===== src/rtl/dmem_arbiter.sv =====
`timescale 1ns/1ps
// Purpose: arbitrates the CPU load/store path and the debug/loader port onto one single-port data memory.
// Latency: arbitration -> ISSUE next cycle -> rvalid MEM_LAT+2 cycles after arbitration; one access in flight.
// Backpressure: a requester holds req until its gnt; CPU wins by default, DBG wins after STARVE_MAX lost rounds.
module dmem_arbiter #(
  parameter int ADDR_W     = 64,
  parameter int DATA_W     = 64,
  parameter int MEM_LAT    = 1,
  parameter int STARVE_MAX = 4
) (
  input  logic              clk,
  input  logic              reset,
  input  logic              cpu_req,
  input  logic              cpu_we,
  input  logic [ADDR_W-1:0] cpu_addr,
  input  logic [DATA_W-1:0] cpu_wdata,
  output logic              cpu_gnt,
  output logic              cpu_rvalid,
  output logic [DATA_W-1:0] cpu_rdata,
  output logic              cpu_stall,
  input  logic              dbg_req,
  input  logic              dbg_we,
  input  logic [ADDR_W-1:0] dbg_addr,
  input  logic [DATA_W-1:0] dbg_wdata,
  output logic              dbg_gnt,
  output logic              dbg_rvalid,
  output logic [DATA_W-1:0] dbg_rdata,
  output logic              mem_en,
  output logic              mem_we,
  output logic [ADDR_W-1:0] mem_addr,
  output logic [DATA_W-1:0] mem_wdata,
  input  logic [DATA_W-1:0] mem_rdata
);

  typedef enum logic [1:0] {S_IDLE, S_ISSUE, S_WAIT} state_t;

  localparam logic [3:0] LAT_INIT   = 4'(MEM_LAT - 1);
  localparam logic [3:0] STARVE_LIM = 4'(STARVE_MAX);

  state_t            state_q, state_d;
  logic [3:0]        starve_q, starve_d;
  logic [3:0]        lat_q, lat_d;
  logic              own_dbg_q, own_dbg_d;
  logic              we_q, we_d;
  logic [ADDR_W-1:0] addr_q, addr_d;
  logic [DATA_W-1:0] wdata_q, wdata_d;
  logic              cpu_rvalid_q, cpu_rvalid_d;
  logic              dbg_rvalid_q, dbg_rvalid_d;
  logic [DATA_W-1:0] cpu_rdata_q, cpu_rdata_d;
  logic [DATA_W-1:0] dbg_rdata_q, dbg_rdata_d;
  logic              dbg_win;

  // DBG takes the slot when the CPU is quiet or DBG has been starved long enough
  assign dbg_win = dbg_req & (~cpu_req | (starve_q == STARVE_LIM));

  // Next-state: arbitration in IDLE, one ISSUE cycle, MEM_LAT WAIT cycles with read capture on the last
  always_comb begin
    state_d      = state_q;
    starve_d     = starve_q;
    lat_d        = lat_q;
    own_dbg_d    = own_dbg_q;
    we_d         = we_q;
    addr_d       = addr_q;
    wdata_d      = wdata_q;
    cpu_rvalid_d = 1'b0;
    dbg_rvalid_d = 1'b0;
    cpu_rdata_d  = cpu_rdata_q;
    dbg_rdata_d  = dbg_rdata_q;
    case (state_q)
      S_IDLE: begin
        if (dbg_win) begin
          own_dbg_d = 1'b1;
          we_d      = dbg_we;
          addr_d    = dbg_addr;
          wdata_d   = dbg_wdata;
          starve_d  = '0;
          state_d   = S_ISSUE;
        end else if (cpu_req) begin
          own_dbg_d = 1'b0;
          we_d      = cpu_we;
          addr_d    = cpu_addr;
          wdata_d   = cpu_wdata;
          // DBG lost this round: count it, saturating at the limit
          if (dbg_req && (starve_q != STARVE_LIM)) starve_d = starve_q + 4'd1;
          state_d   = S_ISSUE;
        end
      end
      S_ISSUE: begin
        lat_d   = LAT_INIT;
        state_d = S_WAIT;
      end
      S_WAIT: begin
        if (lat_q == 4'd0) begin
          if (!we_q) begin
            if (own_dbg_q) begin
              dbg_rdata_d  = mem_rdata;
              dbg_rvalid_d = 1'b1;
            end else begin
              cpu_rdata_d  = mem_rdata;
              cpu_rvalid_d = 1'b1;
            end
          end
          state_d = S_IDLE;
        end else begin
          lat_d = lat_q - 4'd1;
        end
      end
      default: state_d = S_IDLE;
    endcase
  end

  // State and datapath registers; reset abandons any in-flight access
  always_ff @(posedge clk or negedge reset) begin
    if (!reset) begin
      state_q      <= S_IDLE;
      starve_q     <= '0;
      lat_q        <= '0;
      own_dbg_q    <= 1'b0;
      we_q         <= 1'b0;
      addr_q       <= '0;
      wdata_q      <= '0;
      cpu_rvalid_q <= 1'b0;
      dbg_rvalid_q <= 1'b0;
      cpu_rdata_q  <= '0;
      dbg_rdata_q  <= '0;
    end else begin
      state_q      <= state_d;
      starve_q     <= starve_d;
      lat_q        <= lat_d;
      own_dbg_q    <= own_dbg_d;
      we_q         <= we_d;
      addr_q       <= addr_d;
      wdata_q      <= wdata_d;
      cpu_rvalid_q <= cpu_rvalid_d;
      dbg_rvalid_q <= dbg_rvalid_d;
      cpu_rdata_q  <= cpu_rdata_d;
      dbg_rdata_q  <= dbg_rdata_d;
    end
  end

  // Address/data come straight from the access registers so they hold between accesses
  assign mem_en     = (state_q == S_ISSUE);
  assign mem_we     = mem_en & we_q;
  assign mem_addr   = addr_q;
  assign mem_wdata  = wdata_q;
  assign cpu_gnt    = mem_en & ~own_dbg_q;
  assign dbg_gnt    = mem_en & own_dbg_q;
  assign cpu_rvalid = cpu_rvalid_q;
  assign dbg_rvalid = dbg_rvalid_q;
  assign cpu_rdata  = cpu_rdata_q;
  assign dbg_rdata  = dbg_rdata_q;
  // A store releases the CPU at grant; a load releases it when the data returns
  assign cpu_stall  = cpu_req & ~(cpu_rvalid | (cpu_gnt & cpu_we));

endmodule


===== config.mk =====
export PLATFORM = sky130hd
export DESIGN_NAME = dmem_arbiter
export DESIGN_NICKNAME = d
export VERILOG_FILES = /design/src/rtl/dmem_arbiter.sv
export SDC_FILE = /design/constraint.sdc
export NUM_CORES = 1
export LEC_CHECK = 0
export BUFFER_PORTS_ARGS = -buffer_cell sky130_fd_sc_hd__clkbuf_2
export CAP_MARGIN = 5
export CORE_AREA = 3 3 230 232
export CTS_BUF_LIST = sky130_fd_sc_hd__clkbuf_4 sky130_fd_sc_hd__clkbuf_8 sky130_fd_sc_hd__clkbuf_16
export DETAILED_ROUTE_END_ITERATION = 10
export DIE_AREA = 0 0 233 235
export PLACE_DENSITY = 0.45
export SYNTH_ARGS = -nofsm -noshare
export SYNTH_HDL_FRONTEND = slang
export SYNTH_SLANG_ARGS = --single-unit

===== constraint.sdc =====
create_clock -name clk -period 2.53 [get_ports clk]
set_input_delay 0.1265 -clock clk [delete_from_list [all_inputs] [get_ports clk]]
set_output_delay 0.1265 -clock clk [all_outputs]
set_load 0.05 [all_outputs]

==> results.yml <==
run_status:
  status: "completed"
hold_path:
  hold_class: "in2async"
synthesis:
  syn-instance-count: 1102
  synth_area_um2: 12500
  yosysWarnings: 0
  synthesis.nets: 1432
  postSynthAreaPerCell_um2: 11.4
  synth_cell_types: 35
  seq_area_frac_synth_pct: 54.0
  postSynthRegisterBits: 270
routing:
  ant_nets: 0
  dr_total_vias: 12800
  totalWireLength_um: 52800
  drt_first_pass_iters: 5
  initialDrtViolationCount: 650
  drc_errors: 0
  avgRoutedWirePerCell_um: 19.8
  routed_via_density: 4.81
clock_network:
  cts_buffers: 35
  skew_pair_late_insertion_delay_ns: 0.54
  clock_tree.buffer_depth: 3
  cts_sinks: 270
  clock_tree.root_cell: "clkbuf_16"
  tritoncts: "built"
  clk_pin_slew_ns: 0.06
  ctsHtreeMaxLevel: 2
power_and_ir_drop:
  power_frac_clock_pct: 17.0
  total_switching_power_mw: 15.6
  power.switching_fraction_pct: 51.0
  p_leak_nw: 9.62
  vdd_drop_max_mv: 1.31
  power_frac_comb_pct: 57.9
  power-per-cell-area_nw_per_um2: 1480
  pwr-share-seq_pct: 25.1
  p_int_mw: 15.0
setup_path:
  critPathCaptureType: "register"
  worst-endpoint-required_ns: 3.00
  timing.critical_path.from_type: "register"
  timing.setup.critical_path_class: "reg2reg"
  timing.critical_path.arrival_ns: 2.83
  timing.critical_path.fanout_max: 153
global_route:
  maximum_number_of_pins_on_one_net_before_global_route_repair: 154
  globalRoute.totalOverflow: 0
  grt_pass1_vias: 13800
  grt_first_pass_wirelength_um: 80400
  grt.total_usage_pct: 18.4
  antenna_found_initial: 2
sta:
  slew_viol_final: 0
  fin_crit_sh_pct: 93.4
  final.setup_skew_ns: 0.0152
  unrepaired_setup_endpoints_after_global_routing: "no"
  worst-slew-pin-transition_ns: 1.18
  setup-tns-final_ns: 0
  timing_hold_violations_final: 0
  achievable-frequency_mhz: 423
  worst_slew_margin_rel_pct: 21.2
  timing.final.setup_violations: 0
  min_period_ns: 2.36
floorplan:
  initial_core_util_pct: 24.5
  ios: 589
  chipWidth_um: 233
  design.core.area_um2: 51200
  placementRows: 83
  floorplan_die_area_um2: 54800
  die_h_um: 235
place:
  place.gp.congestion: 0.787
  placedCellCount: 2266
  placement.io_buffers: 588
  dpl.hpwl_um: 33500
final_layout:
  finish.utilization_pct: 40.4
  areaGrowthSynthToFinish_pct: 65.2
  num-fill-cells: 5024
  layout.cells.most_common_list: "clkbuf_2, dlygate4sd3_1, dfrtp_1"
  layout_commonest_cell: "clkbuf_2"
  fin_cells: 2662
  post_route_cells_drive_above_1_share_pct: 38.9
  finish.net_count: 2283
job:
  number_of_max_cap_violations: 0
==> worst max-delay path, cell delays in order, from the launching register on <==
cell	delay, ns
dfrtp_1	0.45
nor2_4	0.21
buf_12	0.41
o2111ai_1	0.28
o211ai_1	0.16
dlygate4sd3_1	0.56
==> power groups by stage <==
stage | Combinational (mW) | Sequential [mW] | Clock (mW)
2_1_floorplan | 4.50 | 14.7 | 0
3_3_place_gp | 15.8 | 7.70 | 0
3_5_place_dp | 15.9 | 7.73 | 0
4_1_cts | 17.6 | 7.70 | 5.37
5_1_grt | 18.7 | 7.95 | 5.55
6_report | 17.7 | 7.70 | 5.19
==> state kept, by name (all words and copies together) (netlist names) <==
name / flops
cpu_rvalid: 1
own_dbg_q: 1
cpu_rdata: 64
mem_addr: 64
dbg_rdata: 64
state_q: 2
lat_q: 4
starve_q: 4
we_q: 1
dbg_rvalid: 1
mem_wdata: 64
==> layer usage <==
metal	global-route usage [%]	vias to the layer above	wire, µm
met5	0	-	0
met4	5.32	0	1130
met3	5.01	71	4140
met2	32.2	516	26500
met1	22.0	6274	21000
li1	-	5931	-
==> what timing repair did <==
action                                  in CTS  in global routing
hold buffers                               323                  0
hold endpoints to repair                   355                  0
resized for setup                            0                  1
endpoints found under the setup margin       0                 69
buffers inserted                             0                  5
==> kinds of logic (layout without fill, tap and decap cells) <==
| group | Yosys count | count (layout) | synth area share [%] |
|---|---|---|---|
| buffers and inverters | 267 | 1144 | 8.52 |
| and+or+nand+nor | 162 | 163 | 8.12 |
| xor gates and xnor gates | 1 | 1 | 0.0700 |
| DFF | 270 | 270 | 54.0 |
| AOI/OAI and AO/OA | 269 | 269 | 17.3 |
| adders and majority gates | 4 | 4 | 0.400 |
| other | 0 | 2 | 0 |
| muxes | 129 | 129 | 11.6 |
==> metrics by stage <==
stage / hold slack (ns) / instance area, µm² / worst slack [ns] / total power [mW]
floorplan: -0.169 / 12500 / 0.279 / 19.2
finish: 0.116 / 20700 / 0.166 / 30.6
global placement: 0.106 / 16200 / 0.304 / 23.5
CTS: 0.0782 / 20600 / 0.0231 / 30.7
detailed placement: 0.109 / 16200 / 0.233 / 23.6
global route: 0.135 / 20700 / 0.0278 / 32.2
==> synthesized netlist by cell type <==
cell	instances	area [µm²]
and3b_1	1	8.76
nand3_1	6	30.0
o211ai_1	131	983
o22ai_1	1	6.26
nand4b_1	1	8.76
nand4_1	130	813
nor2_1	3	11.3
nor4_4	1	21.3
buf_1	2	7.51
mux2_2	79	890
o311ai_0	1	8.76
xnor2_1	1	8.76
o21ai_0	5	25.0
dfrtp_1	270	6760
and2_1	1	6.26
ha_1	4	50.1
nor3b_1	3	22.5
mux2i_1	1	10.0
clkbuf_1	103	387
a211oi_1	1	7.51
mux2_1	49	552
or4_1	2	15.0
o2111ai_1	129	1130
nand2_1	6	22.5
buf_4	1	7.51
a22o_1	1	8.76
or3b_4	1	11.3
nor2b_1	1	6.26
buf_6	5	56.3
or2_2	1	6.26
nor3_1	1	5.00
inv_1	138	518
or3b_2	1	8.76
buf_2	18	90.1
nand2b_1	3	18.8
==> cell type report <==
class	instances	area [µm²]	share of cell area (%)
sequential	270	6760	32.7
clock buffer	51	1050	5.06
inverter	138	523	2.53
timing repair buffer	942	6610	32.0
antenna	2	5.00	0.0242
clock inverter	13	158	0.763
multi-input combinational	566	4730	22.9
tap	680	851	4.12
==> path summary, 6_finish.rpt <==
check,start,to,slack [ns],cells past startpoint
max,state_q[1]$_DFFE_PN0P_,mem_wdata[30]$_DFFE_PN0P_,0.17,5
min,reset,dbg_rdata[60]$_DFFE_PN0P_,0.12,2
max reg2reg,state_q[1]$_DFFE_PN0P_,mem_wdata[30]$_DFFE_PN0P_,0.17,5
min reg2reg,cpu_rdata[38]$_DFFE_PN0P_,cpu_rdata[38]$_DFFE_PN0P_,0.49,1
max in group asynchronous,reset,mem_wdata[43]$_DFFE_PN0P_,1.44,3
min in group clk,dbg_req,starve_q[2]$_DFFE_PN0P_,0.12,4
Power figures use the tool's default switching activity.
